--- src/rtl/nnet_sched_pkg.sv ---
// Shared types and constants for the NN vector admission scheduler.
package nnet_sched_pkg;

  // Input-side vector framing state
  typedef enum logic {
    IDLE   = 1'b0,
    ACTIVE = 1'b1
  } state_t;

  localparam int MAX_INFLIGHT_DEF = 3;
  localparam int INF_W            = $clog2(MAX_INFLIGHT_DEF + 1);

  // Bit positions of the sticky error flags in the status register
  localparam int ERR_HANG  = 0;
  localparam int ERR_LEN   = 1;
  localparam int ERR_PROTO = 2;
  localparam int ERR_W     = 3;

endpackage

--- src/rtl/nnet_vector_scheduler_if.sv ---
// AXI-Stream style handshake bundle used on the scheduler's input,
// output and snoop ports.
interface nnet_vector_scheduler_if #(
  parameter int WIDTH = 16
) ();

  logic [2*WIDTH-1:0] tdata;
  logic               tlast;
  logic               tvalid;
  logic               tready;

  modport master  (output tdata, tlast, tvalid, input tready);
  modport slave   (input tdata, tlast, tvalid, output tready);
  modport monitor (input tlast, tvalid, tready);

endinterface

--- src/rtl/nnet_sched_watchdog.sv ---
// Hang watchdog: counts enabled cycles since the last load and pulses
// expire on the cycle the count reaches TIMEOUT (then saturates).
module nnet_sched_watchdog #(
  parameter int TIMEOUT = 65535
) (
  input  logic clk,
  input  logic reset_n,
  input  logic clear,
  input  logic load,
  input  logic enable,
  output logic expire
);

  localparam int            W     = $clog2(TIMEOUT + 1);
  localparam logic [W-1:0]  LIMIT = W'(TIMEOUT);

  logic [W-1:0] cnt_q, cnt_d;

  // Next count and expiry pulse
  always_comb begin
    cnt_d  = cnt_q;
    expire = 1'b0;
    if (clear || load) begin
      cnt_d = '0;
    end else if (enable && (cnt_q != LIMIT)) begin
      cnt_d  = cnt_q + W'(1);
      expire = (cnt_d == LIMIT);
    end
  end

  // Count register
  always_ff @(posedge clk or negedge reset_n) begin
    if (!reset_n) cnt_q <= '0;
    else          cnt_q <= cnt_d;
  end

endmodule

--- src/rtl/nnet_vector_scheduler.sv ---
// Admission controller for the NN vector datapath: admits whole vectors
// while credits remain, tracks completions on the snooped core output,
// and keeps sticky error flags and vector counters.
module nnet_vector_scheduler
  import nnet_sched_pkg::*;
#(
  parameter int WIDTH        = 16,
  parameter int MAX_INFLIGHT = 3,
  parameter int TIMEOUT      = 65535,
  parameter int CNT_W        = 32
) (
  input  logic                              clk,
  input  logic                              reset_n,
  input  logic                              clear,
  input  logic                              enable,
  input  logic [15:0]                       pkt_size_out,
  nnet_vector_scheduler_if.slave            s,
  nnet_vector_scheduler_if.master           m,
  nnet_vector_scheduler_if.monitor          mon,
  output logic [$clog2(MAX_INFLIGHT+1)-1:0] inflight,
  output logic                              idle,
  output logic                              hang_err,
  output logic                              len_err,
  output logic                              proto_err,
  output logic [CNT_W-1:0]                  vec_in_cnt,
  output logic [CNT_W-1:0]                  vec_out_cnt
);

  localparam int             IW    = $clog2(MAX_INFLIGHT + 1);
  localparam logic [IW-1:0]  MAX_V = IW'(MAX_INFLIGHT);

  state_t             state_q, state_d;
  logic [IW-1:0]      inflight_q, inflight_d;
  logic [CNT_W-1:0]   vin_q, vin_d, vout_q, vout_d;
  logic [15:0]        beat_q, beat_d;
  logic [ERR_W-1:0]   err_q, err_d;

  logic               pass, in_acc, in_first, out_beat, out_last;
  logic               wd_load, wd_en, wd_expire;
  logic [2*WIDTH-1:0] data_w;

  // Admission gate; clear also closes it so no beat is accepted into a
  // state that is being wiped this cycle
  always_comb begin
    pass = 1'b0;
    if (!clear) begin
      pass = (state_q == ACTIVE) ||
             (enable && (inflight_q < MAX_V) && !err_q[ERR_HANG]);
    end
  end

  assign data_w   = s.tdata;
  assign m.tdata  = data_w;
  assign m.tlast  = s.tlast;
  // reset_n gates the outputs directly so they fall without a clock edge
  assign m.tvalid = s.tvalid & pass & reset_n;
  assign s.tready = m.tready & pass & reset_n;

  assign in_acc   = s.tvalid & m.tready & pass;
  assign in_first = in_acc & (state_q == IDLE);
  assign out_beat = mon.tvalid & mon.tready;
  assign out_last = out_beat & mon.tlast;
  assign wd_en    = (inflight_q != '0);
  assign wd_load  = out_beat | ~wd_en;

  nnet_sched_watchdog #(
    .TIMEOUT (TIMEOUT)
  ) u_watchdog (
    .clk     (clk),
    .reset_n (reset_n),
    .clear   (clear),
    .load    (wd_load),
    .enable  (wd_en),
    .expire  (wd_expire)
  );

  // Next-state: framing FSM, credits, counters and sticky flags
  always_comb begin
    state_d    = state_q;
    inflight_d = inflight_q;
    vin_d      = vin_q;
    vout_d     = vout_q;
    beat_d     = beat_q;
    err_d      = err_q;
    if (clear) begin
      state_d    = IDLE;
      inflight_d = '0;
      vin_d      = '0;
      vout_d     = '0;
      beat_d     = '0;
      err_d      = '0;
    end else begin
      if (in_acc) state_d = s.tlast ? IDLE : ACTIVE;
      // completion with no credit outstanding must not underflow
      if (in_first && !(out_last && wd_en))       inflight_d = inflight_q + IW'(1);
      else if (!in_first && out_last && wd_en)    inflight_d = inflight_q - IW'(1);
      if (in_first) vin_d = vin_q + CNT_W'(1);
      if (out_beat) beat_d = out_last ? '0 : beat_q + 16'd1;
      if (out_last) begin
        vout_d = vout_q + CNT_W'(1);
        if ((pkt_size_out != '0) && (beat_q + 16'd1 != pkt_size_out)) err_d[ERR_LEN] = 1'b1;
        if (!wd_en) err_d[ERR_PROTO] = 1'b1;
      end
      if (wd_expire) err_d[ERR_HANG] = 1'b1;
    end
  end

  // State registers
  always_ff @(posedge clk or negedge reset_n) begin
    if (!reset_n) begin
      state_q    <= IDLE;
      inflight_q <= '0;
      vin_q      <= '0;
      vout_q     <= '0;
      beat_q     <= '0;
      err_q      <= '0;
    end else begin
      state_q    <= state_d;
      inflight_q <= inflight_d;
      vin_q      <= vin_d;
      vout_q     <= vout_d;
      beat_q     <= beat_d;
      err_q      <= err_d;
    end
  end

  assign inflight    = inflight_q;
  assign idle        = (state_q == IDLE) && (inflight_q == '0);
  assign hang_err    = err_q[ERR_HANG];
  assign len_err     = err_q[ERR_LEN];
  assign proto_err   = err_q[ERR_PROTO];
  assign vec_in_cnt  = vin_q;
  assign vec_out_cnt = vout_q;

endmodule
--- src/flat_wrapper.sv ---
// flat-port wrapper written by rule: the top's interface ports become plain ports
module nnet_vector_scheduler_flat import nnet_sched_pkg::*;
#(
  parameter int WIDTH        = 16,
  parameter int MAX_INFLIGHT = 3,
  parameter int TIMEOUT      = 65535,
  parameter int CNT_W        = 32
)
  (clk, reset_n, clear, enable, pkt_size_out, inflight, idle, hang_err, len_err, proto_err, vec_in_cnt, vec_out_cnt, s_tdata, s_tlast, s_tvalid, s_tready, m_tdata, m_tlast, m_tvalid, m_tready, mon_tlast, mon_tvalid, mon_tready);
  nnet_vector_scheduler_if #(.WIDTH(WIDTH)) s_i ();
  nnet_vector_scheduler_if #(.WIDTH(WIDTH)) m_i ();
  nnet_vector_scheduler_if #(.WIDTH(WIDTH)) mon_i ();
  input  logic clk;
  input  logic reset_n;
  input  logic clear;
  input  logic enable;
  input  logic [15:0] pkt_size_out;
  output logic [$clog2(MAX_INFLIGHT+1)-1:0] inflight;
  output logic idle;
  output logic hang_err;
  output logic len_err;
  output logic proto_err;
  output logic [CNT_W-1:0] vec_in_cnt;
  output logic [CNT_W-1:0] vec_out_cnt;
  input wire logic [$bits(s_i.tdata)-1:0] s_tdata;
  input wire logic [$bits(s_i.tlast)-1:0] s_tlast;
  input wire logic [$bits(s_i.tvalid)-1:0] s_tvalid;
  output wire logic [$bits(s_i.tready)-1:0] s_tready;
  output wire logic [$bits(m_i.tdata)-1:0] m_tdata;
  output wire logic [$bits(m_i.tlast)-1:0] m_tlast;
  output wire logic [$bits(m_i.tvalid)-1:0] m_tvalid;
  input wire logic [$bits(m_i.tready)-1:0] m_tready;
  input wire logic [$bits(mon_i.tlast)-1:0] mon_tlast;
  input wire logic [$bits(mon_i.tvalid)-1:0] mon_tvalid;
  input wire logic [$bits(mon_i.tready)-1:0] mon_tready;
  assign s_i.tdata = s_tdata;
  assign s_i.tlast = s_tlast;
  assign s_i.tvalid = s_tvalid;
  assign s_tready = s_i.tready;
  assign m_tdata = m_i.tdata;
  assign m_tlast = m_i.tlast;
  assign m_tvalid = m_i.tvalid;
  assign m_i.tready = m_tready;
  assign mon_i.tlast = mon_tlast;
  assign mon_i.tvalid = mon_tvalid;
  assign mon_i.tready = mon_tready;
  nnet_vector_scheduler #(.WIDTH(WIDTH), .MAX_INFLIGHT(MAX_INFLIGHT), .TIMEOUT(TIMEOUT), .CNT_W(CNT_W)) u_core (.clk(clk), .reset_n(reset_n), .clear(clear), .enable(enable), .pkt_size_out(pkt_size_out), .s(s_i), .m(m_i), .mon(mon_i), .inflight(inflight), .idle(idle), .hang_err(hang_err), .len_err(len_err), .proto_err(proto_err), .vec_in_cnt(vec_in_cnt), .vec_out_cnt(vec_out_cnt));
endmodule
--- config.mk ---
export PLATFORM = sky130hd
export DESIGN_NAME = nnet_vector_scheduler_flat
export DESIGN_NICKNAME = d
export VERILOG_FILES = /design/src/rtl/nnet_sched_pkg.sv /design/src/rtl/nnet_vector_scheduler_if.sv /design/src/rtl/nnet_sched_watchdog.sv /design/src/rtl/nnet_vector_scheduler.sv /design/src/flat_wrapper.sv
export SDC_FILE = /design/constraint.sdc
export NUM_CORES = 1
export LEC_CHECK = 0
export ABC_CLOCK_PERIOD_IN_PS = 2000
export CORE_UTILIZATION = 44
export DETAILED_ROUTE_END_ITERATION = 8
export PLACE_DENSITY = 0.79
export SYNTH_ARGS = -nofsm -noshare
export SYNTH_HDL_FRONTEND = slang
export SYNTH_SLANG_ARGS = --single-unit
--- constraint.sdc ---
create_clock -name clk -period 2 [get_ports clk]
set_input_delay 0.4 -clock clk [delete_from_list [all_inputs] [get_ports clk]]
set_output_delay 0.4 -clock clk [all_outputs]
set_load 0.1 [all_outputs]
# == Word-level counts from Yosys, hierarchy flattened ==
# Index checks and enable logic that the tools add are counted.
# word_totals
elab_cells,82
input_bits,58
ff_bits,102
# op_classes
n_lt_le_gt_ge,1
addsub,6
n_reduce_logical,27
n_bitwise,12
eq_ne,4
mux,23
# op_table
op,n
32-bit two-way mux,4
16-bit two-way mux,5
32-bit by 1-bit adder with 32-bit output (second input constant),2
16-bit by 1-bit adder with 16-bit output (second input constant),2
16-bit equality test (second input constant),1
16-bit != test,1
16-bit != test (second input constant),1
16-bit nonzero test,1
2-bit nonzero test,8
1-bit AND,9
1-bit logical AND,9
1-bit two-way mux,9
2-bit two-way mux,4
2-bit AND reduction,2
1-bit zero test,3
3-bit two-way mux,1
3-bit nonzero test,1
2-bit by 1-bit adder with 2-bit output (second input constant),1
2-bit zero test,1
1-bit logical OR,2
2-bit less-than comparator (second input constant),1
2-bit != test (second input constant),1
1-bit inverter,2
2-bit by 1-bit subtractor with 2-bit output (second input constant),1
1-bit OR,1

# == Depth between registers and ports, before layout ==
# Gate-level depths: netlist (run 1).
# depth
depth_word,13
depth_mapped,8

# == By module ==
# From an unflattened synthesis (run 1), not the netlist that was laid out.
# unflattened
hier_cells,673
hier_area_um2,6077.1
# modules_own_cells
mod,area_each_um2,seq_area_each_um2,instances,cells_each
nnet_vector_scheduler,4958.5,2152.1,1,559
nnet_sched_watchdog,1118.6,400.4,1,114

# == Least setup slack after synthesis (run 1) ==
# Ideal clock, no wire load.
# synth_timing
path_kind,register -> output
from,"register u_core.inflight_q[1], in the netlist u_core.inflight[1]"
to,output port idle
path_stages_with_launch,3
n_path_buf,1
setup_slack_ns,-1.485
t_required_ns,1.600
arrival_ns,3.085
cell_sequence,dfrtp_1 -> clkbuf_1 -> nor3_1
# synth_between
elab_chain_cells,2
# synth_rtl
item,line_no,rtl
start: declaration,nnet_vector_scheduler.sv:33,"logic [IW-1:0] inflight_q, inflight_d;"
start signal: assignment,nnet_vector_scheduler.sv:119,inflight_q <= inflight_d;
2-bit zero test,nnet_vector_scheduler.sv:128,assign idle = (state_q == IDLE) && (inflight_q == '0);
1-bit logical AND,nnet_vector_scheduler.sv:128,
end: declaration,flat_wrapper.sv:19,output logic idle;
# Every way passes these cells.

# == Final worst setup path (run 1) ==
# layout_timing
from,register u_core.beat_q[1]
to,register u_core.err_q[1]
# layout_between
elab_chain_cells,5
# layout_rtl
item,line_no,rtl
start: declaration,nnet_vector_scheduler.sv:35,"logic [15:0] beat_q, beat_d;"
start signal: assignment,nnet_vector_scheduler.sv:122,beat_q <= beat_d;
16-bit by 1-bit adder with 16-bit output,nnet_vector_scheduler.sv:101,if ((pkt_size_out != '0) && (beat_q + 16'd1 != pkt_size_out)) err_d[ERR_LEN] = 1'b1;
16-bit != test,nnet_vector_scheduler.sv:101,
1-bit logical AND,nnet_vector_scheduler.sv:101,
2-bit nonzero test (no source line),-,
2-bit AND reduction (no source line),-,
end signal: assignment,nnet_vector_scheduler.sv:123,err_q <= err_d;
end: declaration,nnet_vector_scheduler.sv:36,"logic [ERR_W-1:0] err_q, err_d;"
# Every way passes these cells.
# A chain may end at the register's enable or synchronous reset.

==> summary.md, run 1 <==
| Metric | Value |
|---|---|
| Startpoint types | `register` |
| I/O Pins | `around 160` |
| Congestion Overflow GR | `0` |
| CTS Hold Buffers Added | `0` |
| Pin slew with the least headroom to its limit | `between 0.5 and 0.6 ns` |
| Tcrit/Tclk final | `98.0%` |
| Crit. End Element | `register` |
| Total core area | `12800 um2` |
| Clock power share | `a little over two fifths` |
| Mean Syn Cell Area | `8.84 um2` |
| Diode count | `0` |
| CP required | `2.24 ns` |
| Routed wire length | `15800 um` |
| Dpl hpwl | `11300 um` |
| Vias after detailed routing | `5413` |
| Fmax | `510 MHz` |
| Clk slew on worst S/H paths | `0.07 ns` |
| Synthesized Nets | `between 700 and 800` |
| Sw Share | `about a quarter` |
| H-tree Lvls | `3` |
| Max-cap violation count | `0` |
| RSZ-0062 raised after global routing | `yes` |
| Vias in the first global route | `5370` |
| Area of the die | `13900 um2` |
| IO buf count | `98` |
| Setup TNS | `0 ns` |
| CTS Buf Count | `9` |
| Final Critical Period | `1.96 ns` |
| Post-synth top area cell | `dfrtp_1` |
| Slew headroom | `61.8%` |
| Post-synthesis sequential area ratio | `43.2%` |
| Tot GR Track Use | `between 20 and 25%` |
| Number of synthesized register bits | `102` |
| Placed instance count | `approximately 940` |
| Reg power frac | `49.5%` |
| Post-Syn Instances | `668` |
| Worst skew pair latency | `between 0.3 and 0.4 ns` |
| Largest net degree at the start of global routing | `103` |
| Most frequent CP cell | `nand4_1` |
| Fillers | `around 1100` |
| Iteration-0 DRC Markers | `494` |
| Hold slack | `0.142 ns` |
| Vias per cell | `5.62` |
| Post-Layout Cell Count | `about 960` |
| Leak | `3.32 nW` |
| Internal Power | `3.18 mW` |
| Rows | `41` |
| Die X | `118 um` |
| Mapped Area | `5900 um2` |
| DRT antenna net count | `0` |
| Pins Over Slew Limit | `0` |
| Critical path class | `register to register` |
| Fraction of layout cells with a size suffix above 1 | `33.2%` |
| Worst vdd ir | `0.000439 V` |
| Clock Tree Root | `clkbuf_16` |
| Crit path arrival time | `2.20 ns` |
| Top cell type's share of synthesized area | `a little over two fifths` |
| P_sw | `1.02 mW` |
| Starting Density | `between 40% and 50%` |
| Synth top area cells | `dfrtp_1 43%, xor2_1 7.1%, nor2_1 5.3%` |
| Final nets | `849` |
| Post-synth EDFFs | `0` |
| Crit-path max FO | `2` |
| Clock sinks | `102` |
| Ys Warns | `0` |
| Router iterations before antenna repair | `5` |
| Setup violators final | `0` |
| Die Y | `between 100 and 150 um` |
| Worst-path cell chain | `ha_4, nand4_1, or4_4, a2111oi_4, nand4_1, o31a_1` |
| CTS tree | `yes` |
| Outcome | `complete, no violations` |
| Initial antenna violation count | `0` |
| Area Growth Syn to Fin | `36.2%` |
| Critical path buffers and inverters | `0` |
| Pwr Density | `522 nW/um2` |
| Final Hold Viols | `0` |
| DRC viols | `0` |
| First-pass GRT wire length | `around 26000 um` |
| HP Class | `primary input to asynchronous set/reset pin` |
| Synth unique cells | `51` |
| Routability Congestion | `roughly 0.9` |
| Combinational share of power | `under 10%` |
| Clock Tree Buf Depth | `2` |
| WL per Instance | `16.4 um` |
| Fin Clk Skew | `between 0.006 and 0.007 ns` |
| Ys async rst share | `between 90% and 100%` |
| Max stage delay on crit path | `0.47 ns` |
| CP max-delay cell | `or4_4` |
| Synth Flop Type | `dfrtp_1` |
| Crit-path leading delay family | `simple AND/OR/NAND/NOR gates` |
[area by class of cell]
| cell class | count | area [um2] | area share (%) |
|---|---|---|---|
| multi-input cells | 489 | 3190 | 39.7 |
| flip-flops and latches | 102 | 2700 | 33.6 |
| repair buffers | 170 | 1590 | 19.8 |
| clock buffers | 10 | 229 | 2.85 |
| well taps | 172 | 215 | 2.68 |
| clock inverters | 6 | 63.8 | 0.794 |
| inverters | 14 | 52.6 | 0.654 |
[logic make-up after synthesis]
kind of cell               Yosys count  share of synthesized area (%)
DFF                                102                           43.2
adders and majority gates            5                           1.06
and+or+nand+nor                    298                           26.2
AOI/OAI and AO/OA                  104                           10.0
buffers and inverters               77                           7.21
muxes                                2                          0.339
xor gates and xnor gates            80                           11.9
[per-stage QoR]
stage | setup WS [ns] | area, um2 | utilization [%] | power [mW]
2_1_floorplan | -0.0556 | 6220 | - | 2.59
3_3_place_gp | -0.442 | 7540 | 58.8 | 2.47
3_5_place_dp | -0.534 | 7540 | 58.8 | 2.48
4_1_cts | 0.00995 | 7890 | 61.5 | 4.24
5_1_grt | -0.0438 | 8040 | 62.7 | 4.35
6_report | 0.0408 | 8040 | 62.7 | 4.20
[Yosys cell counts (all sizes together) (2+ instances only)]
library cell and instances:
a211oi 3, a21o 2, a21oi 39, a31oi 4, and2 8, and3 14, and4 11, buf 40
clkbuf 23, dfrtp 102, ha 5, inv 14, mux2i 2, nand2 48, nand2b 2, nand3 39
nand4 33, nor2 84, nor2b 4, nor3 14, nor4 16, o21ai 39, o31ai 6, or2 2
or3 15, or4 3, xnor2 32, xor2 48
[power groups by stage]
stage | logic [mW] | clock network [mW] | registers [mW]
after detailed placement | 0.362 | 0 | 2.12
after global placement | 0.356 | 0 | 2.12
final | 0.365 | 1.75 | 2.08
after global routing | 0.394 | 1.88 | 2.08
after floorplan | 0.430 | 0 | 2.16
after CTS | 0.365 | 1.80 | 2.08
[state kept, by name (all words and copies together), names as in the netlist]
name                     flops
u_core.state_q               1
u_core.vec_out_cnt          32
u_core.inflight              2
u_core.err_q                 3
u_core.beat_q               16
u_core.u_watchdog.cnt_q     16
u_core.vec_in_cnt           32
[worst paths after layout]
| path | slack (ns) | endpoint | start | cells after the start |
|---|---|---|---|---|
| hold / removal | 0.14 | u_core.beat_q[4]$_DFFE_PN0P_ | reset_n | 2 |
| max in group asynchronous | 1.36 | u_core.vec_in_cnt[16]$_DFFE_PN0P_ | reset_n | 2 |
| min in group clk | 0.42 | u_core.vec_in_cnt[3]$_DFFE_PN0P_ | clear | 2 |
| hold reg to reg | 0.54 | u_core.err_q[2]$_DFFE_PN0P_ | u_core.err_q[2]$_DFFE_PN0P_ | 2 |
| setup reg to reg | 0.04 | u_core.err_q[1]$_DFFE_PN0P_ | u_core.beat_q[1]$_DFFE_PN0P_ | 6 |
| setup / recovery | 0.04 | u_core.err_q[1]$_DFFE_PN0P_ | u_core.beat_q[1]$_DFFE_PN0P_ | 6 |
[cells in the final DEF, fill, tap and decap left out, types with 5 or more instances in the layout]
cell type        synthesis  layout
a21oi_1                 39      36
and2_1                   7       7
and3_1                  14      11
and4_1                  11       6
buf_12                   0      19
buf_4                   35     122
clkbuf_16                0       9
clkdlybuf4s50_1          0      18
dfrtp_1                102      46
dfrtp_2                  0      26
dfrtp_4                  0      30
dlymetal6s2s_1           0       5
inv_1                   14      14
nand2_1                 48      46
nand3_1                 39      34
nand4_1                 32      32
nor2_1                  84      81
nor3_1                  13      10
nor4_1                  13       7
nor4_2                   3       5
o21ai_0                 36      35
o31ai_1                  6       6
or3_1                   15      14
xnor2_1                 32      32
xor2_1                  48      48
[metal layers]
layer	global-route usage (%)	routed length (um)
met5	0	0
met4	9.70	315
met3	4.60	1010
met2	37.1	7890
met1	29.4	6560
[repair_timing]
item / 4_1_cts / 5_1_grt
pin swaps: 5 / 8
gates resized for setup: 4 / 31
setup endpoints to repair: 24 / 38
cloned: 0 / 1
setup buffers: 3 / 4
(Power assumes the default switching activity.)
==> run 2, diff against run 1 <==
GPL_ROUTABILITY_DRIVEN = 0   (was unset)
==> run 2 against run 1 <==
  * The run now ends with setup timing left
  * Sequential share of layout area fell by 0.23 points
  * First-iteration DRC count up 1.0%
  * Die area unchanged
  * Sequential power about the same
  * Clock skew fell by 0.0028 ns
  * Combinational power rose by 3%
  * Global-route usage grew 0.34 points
  * Hold slack gained 0.024 ns
  * Register-to-register slack worse by 0.05 ns
  * Final cell count up 0.52%
==> summary.md, run 2 (same netlist as run 1, synthesis figures left out) <==
| Metric | Value |
|---|---|
| Outcome | `finished with violations (was complete, no violations)` |
| Failing checks | `setup timing` |
| Largest net degree at the start of global routing | `103 (unchanged)` |
| First-pass GRT wire length | `26200 um (was 25800 um)` |
| I/O Pins | `163 (unchanged)` |
| Post-Layout Cell Count | `968 (was 963)` |
| CP required | `2.24 ns (about the same)` |
| Sequential cell area | `2700 um2 (about the same)` |
| Hold slack | `0.165 ns (was 0.142 ns)` |
| DRT antenna net count | `0 (unchanged)` |
| Clock sinks | `102 (unchanged)` |
| IO buf count | `98 (unchanged)` |
| Crit-path max FO | `3 (was 2)` |
| Total core area | `12800 um2 (unchanged)` |
| Dpl hpwl | `11300 um (about the same)` |
| Clock Tree Root | `clkbuf_16 (unchanged)` |
| Initial antenna violation count | `0 (unchanged)` |
| Setup violators final | `1 (was 0)` |
| Final Hold Viols | `0 (unchanged)` |
| Router iterations before antenna repair | `5 (unchanged)` |
| Fraction of layout cells with a size suffix above 1 | `33.4% (was 33.2%)` |
| Fmax | `498 MHz (was 510 MHz)` |
| Pin slew with the least headroom to its limit | `0.565 ns (was 0.573 ns)` |
| Crit path arrival time | `2.25 ns (was 2.20 ns)` |
| HP Class | `primary input to asynchronous set/reset pin (unchanged)` |
| Tot GR Track Use | `23.1% (was 22.8%)` |
| Crit. End Element | `register (unchanged)` |
| Final Critical Period | `2.01 ns (was 1.96 ns)` |
| Leak | `3.35 nW (was 3.32 nW)` |
| Commonest non-fill, non-tap cell in the layout | `buf_4 (unchanged)` |
| Vias after detailed routing | `5467 (was 5413)` |
| Fillers | `1029 (was 1084)` |
| Clk slew on worst S/H paths | `0.07 ns (about the same)` |
| H-tree Lvls | `3 (unchanged)` |
| Pins Over Slew Limit | `0 (unchanged)` |
| CTS tree | `yes (unchanged)` |
| Worst R2R Path Depth | `9 (was 6)` |
| Setup slack after layout | `-0.00933 ns (was 0.0408 ns)` |
| Area of the die | `13900 um2 (unchanged)` |
| Slew headroom | `62.4% (was 61.8%)` |
| Area Growth Syn to Fin | `37.1% (was 36.2%)` |
| Rows | `41 (unchanged)` |
| CTS Buf Count | `9 (unchanged)` |
| Pwr Density | `530 nW/um2 (was 522 nW/um2)` |
| Placed instance count | `941 (was 939)` |
| Critical path class | `register to register (unchanged)` |
| Worst vdd ir | `0.000370 V (was 0.000439 V)` |
| Startpoint types | `register (unchanged)` |
| Vias in the first global route | `5457 (was 5370)` |
| Tcrit/Tclk final | `100% (was 98.0%)` |
| Vias per cell | `5.65 (was 5.62)` |
| Clock Tree Buf Depth | `2 (unchanged)` |
| Starting Density | `46.0% (unchanged)` |
| Die Y | `118 um (unchanged)` |
| Iteration-0 DRC Markers | `499 (was 494)` |
| Die X | `118 um (unchanged)` |
| Max-cap violation count | `0 (unchanged)` |
| Setup TNS | `-0.00933 ns (was 0 ns)` |
| Design area | `8090 um2 (was 8040 um2)` |
| Flop2flop setup slack | `-0.009 ns (was 0.04 ns)` |
| WL per Instance | `16.7 um (was 16.4 um)` |
| Most frequent cells in the layout | `129 x buf_4, 81 x nor2_1, 48 x xor2_1 (was 122 x buf_4, 81 x nor2_1, 48 x xor2_1)` |
| Area of the multi-input gates | `3180 um2 (was 3190 um2)` |
| RSZ-0062 raised after global routing | `yes (unchanged)` |
| Placed cell areas | `7570 um2 (was 7540 um2)` |
| Routed wire length | `16200 um (was 15800 um)` |
| Final nets | `854 (was 849)` |
| DRC viols | `0 (unchanged)` |
| Fin Clk Skew | `0.00410 ns (was 0.00687 ns)` |
| Worst skew pair latency | `0.35 ns (about the same)` |
| Diode count | `0 (unchanged)` |
| Congestion Overflow GR | `0 (unchanged)` |
[run 2: changes by cell type in the layout (fill, tap and decap cells not counted), sizes merged]
cell | before | now
inv | 14 | 15
clkinvlp | 2 | 1
buf | 147 | 152
[run 2: repair_timing]
| item | in CTS | in global routing |
|---|---|---|
| hold endpoints to repair | 0 | 0 |
| gates resized for setup | 4 | 29 |
| pin swaps | 4 | 6 |
| hold buffers | 0 | 0 |
| setup buffers | 3 | 8 |
| endpoints found under the setup margin | 22 | 35 |
[run 2: critical path, cell delays in order (launching register included)]
cell,delay (ns)
dfrtp_1,0.40
ha_4,0.15
nand4_1,0.14
buf_4,0.18
nor4_1,0.17
buf_4,0.17
nor2_1,0.07
a2111oi_4,0.22
nand4_1,0.14
o31a_1,0.26
[run 2: final cells by class]
cell class | instances | area share (%)
multi-input cells | 489 | 39.3
flip-flops and latches | 102 | 33.3
repair buffers | 175 | 20.3
clock buffers | 10 | 2.95
well taps | 172 | 2.66
clock inverters | 6 | 0.850
inverters | 14 | 0.649
[run 2: worst paths after layout]
path | start | to
max in group asynchronous | reset_n | u_core.vec_out_cnt[15]$_DFFE_PN0P_
setup / recovery | u_core.beat_q[1]$_DFFE_PN0P_ | u_core.err_q[1]$_DFFE_PN0P_
hold reg to reg | u_core.beat_q[12]$_DFFE_PN0P_ | u_core.beat_q[12]$_DFFE_PN0P_
setup reg to reg | u_core.beat_q[1]$_DFFE_PN0P_ | u_core.err_q[1]$_DFFE_PN0P_
min in group clk | s_tvalid | u_core.state_q$_DFFE_PN0P_
hold / removal | reset_n | u_core.vec_in_cnt[23]$_DFFE_PN0P_
[run 2: layer usage]
layer  track usage [%]  part of all wire (%)  up-vias
li1                  -                     -     2558
met1              29.2                    42     2668
met2              37.8                    50      185
met3              5.72                   5.8       56
met4              9.29                   2.5        0
met5                 0                     0        -
[run 2: power breakdown]
part           total, mW  switching, mW  internal, mW  leakage (nW)
combinational      0.377          0.232         0.145          1.87
sequential          2.08        0.00882          2.07          1.32
clock               1.84          0.825          1.01         0.149
[run 2: stage by stage]
step	power, mW	util [%]	setup slack [ns]
floorplan	2.59	-	-0.0556
global placement	2.48	59.0	-0.442
detailed placement	2.49	59.0	-0.500
CTS	4.33	61.8	-0.0383
global route	4.42	63.1	-0.112
finish	4.29	63.1	-0.00933
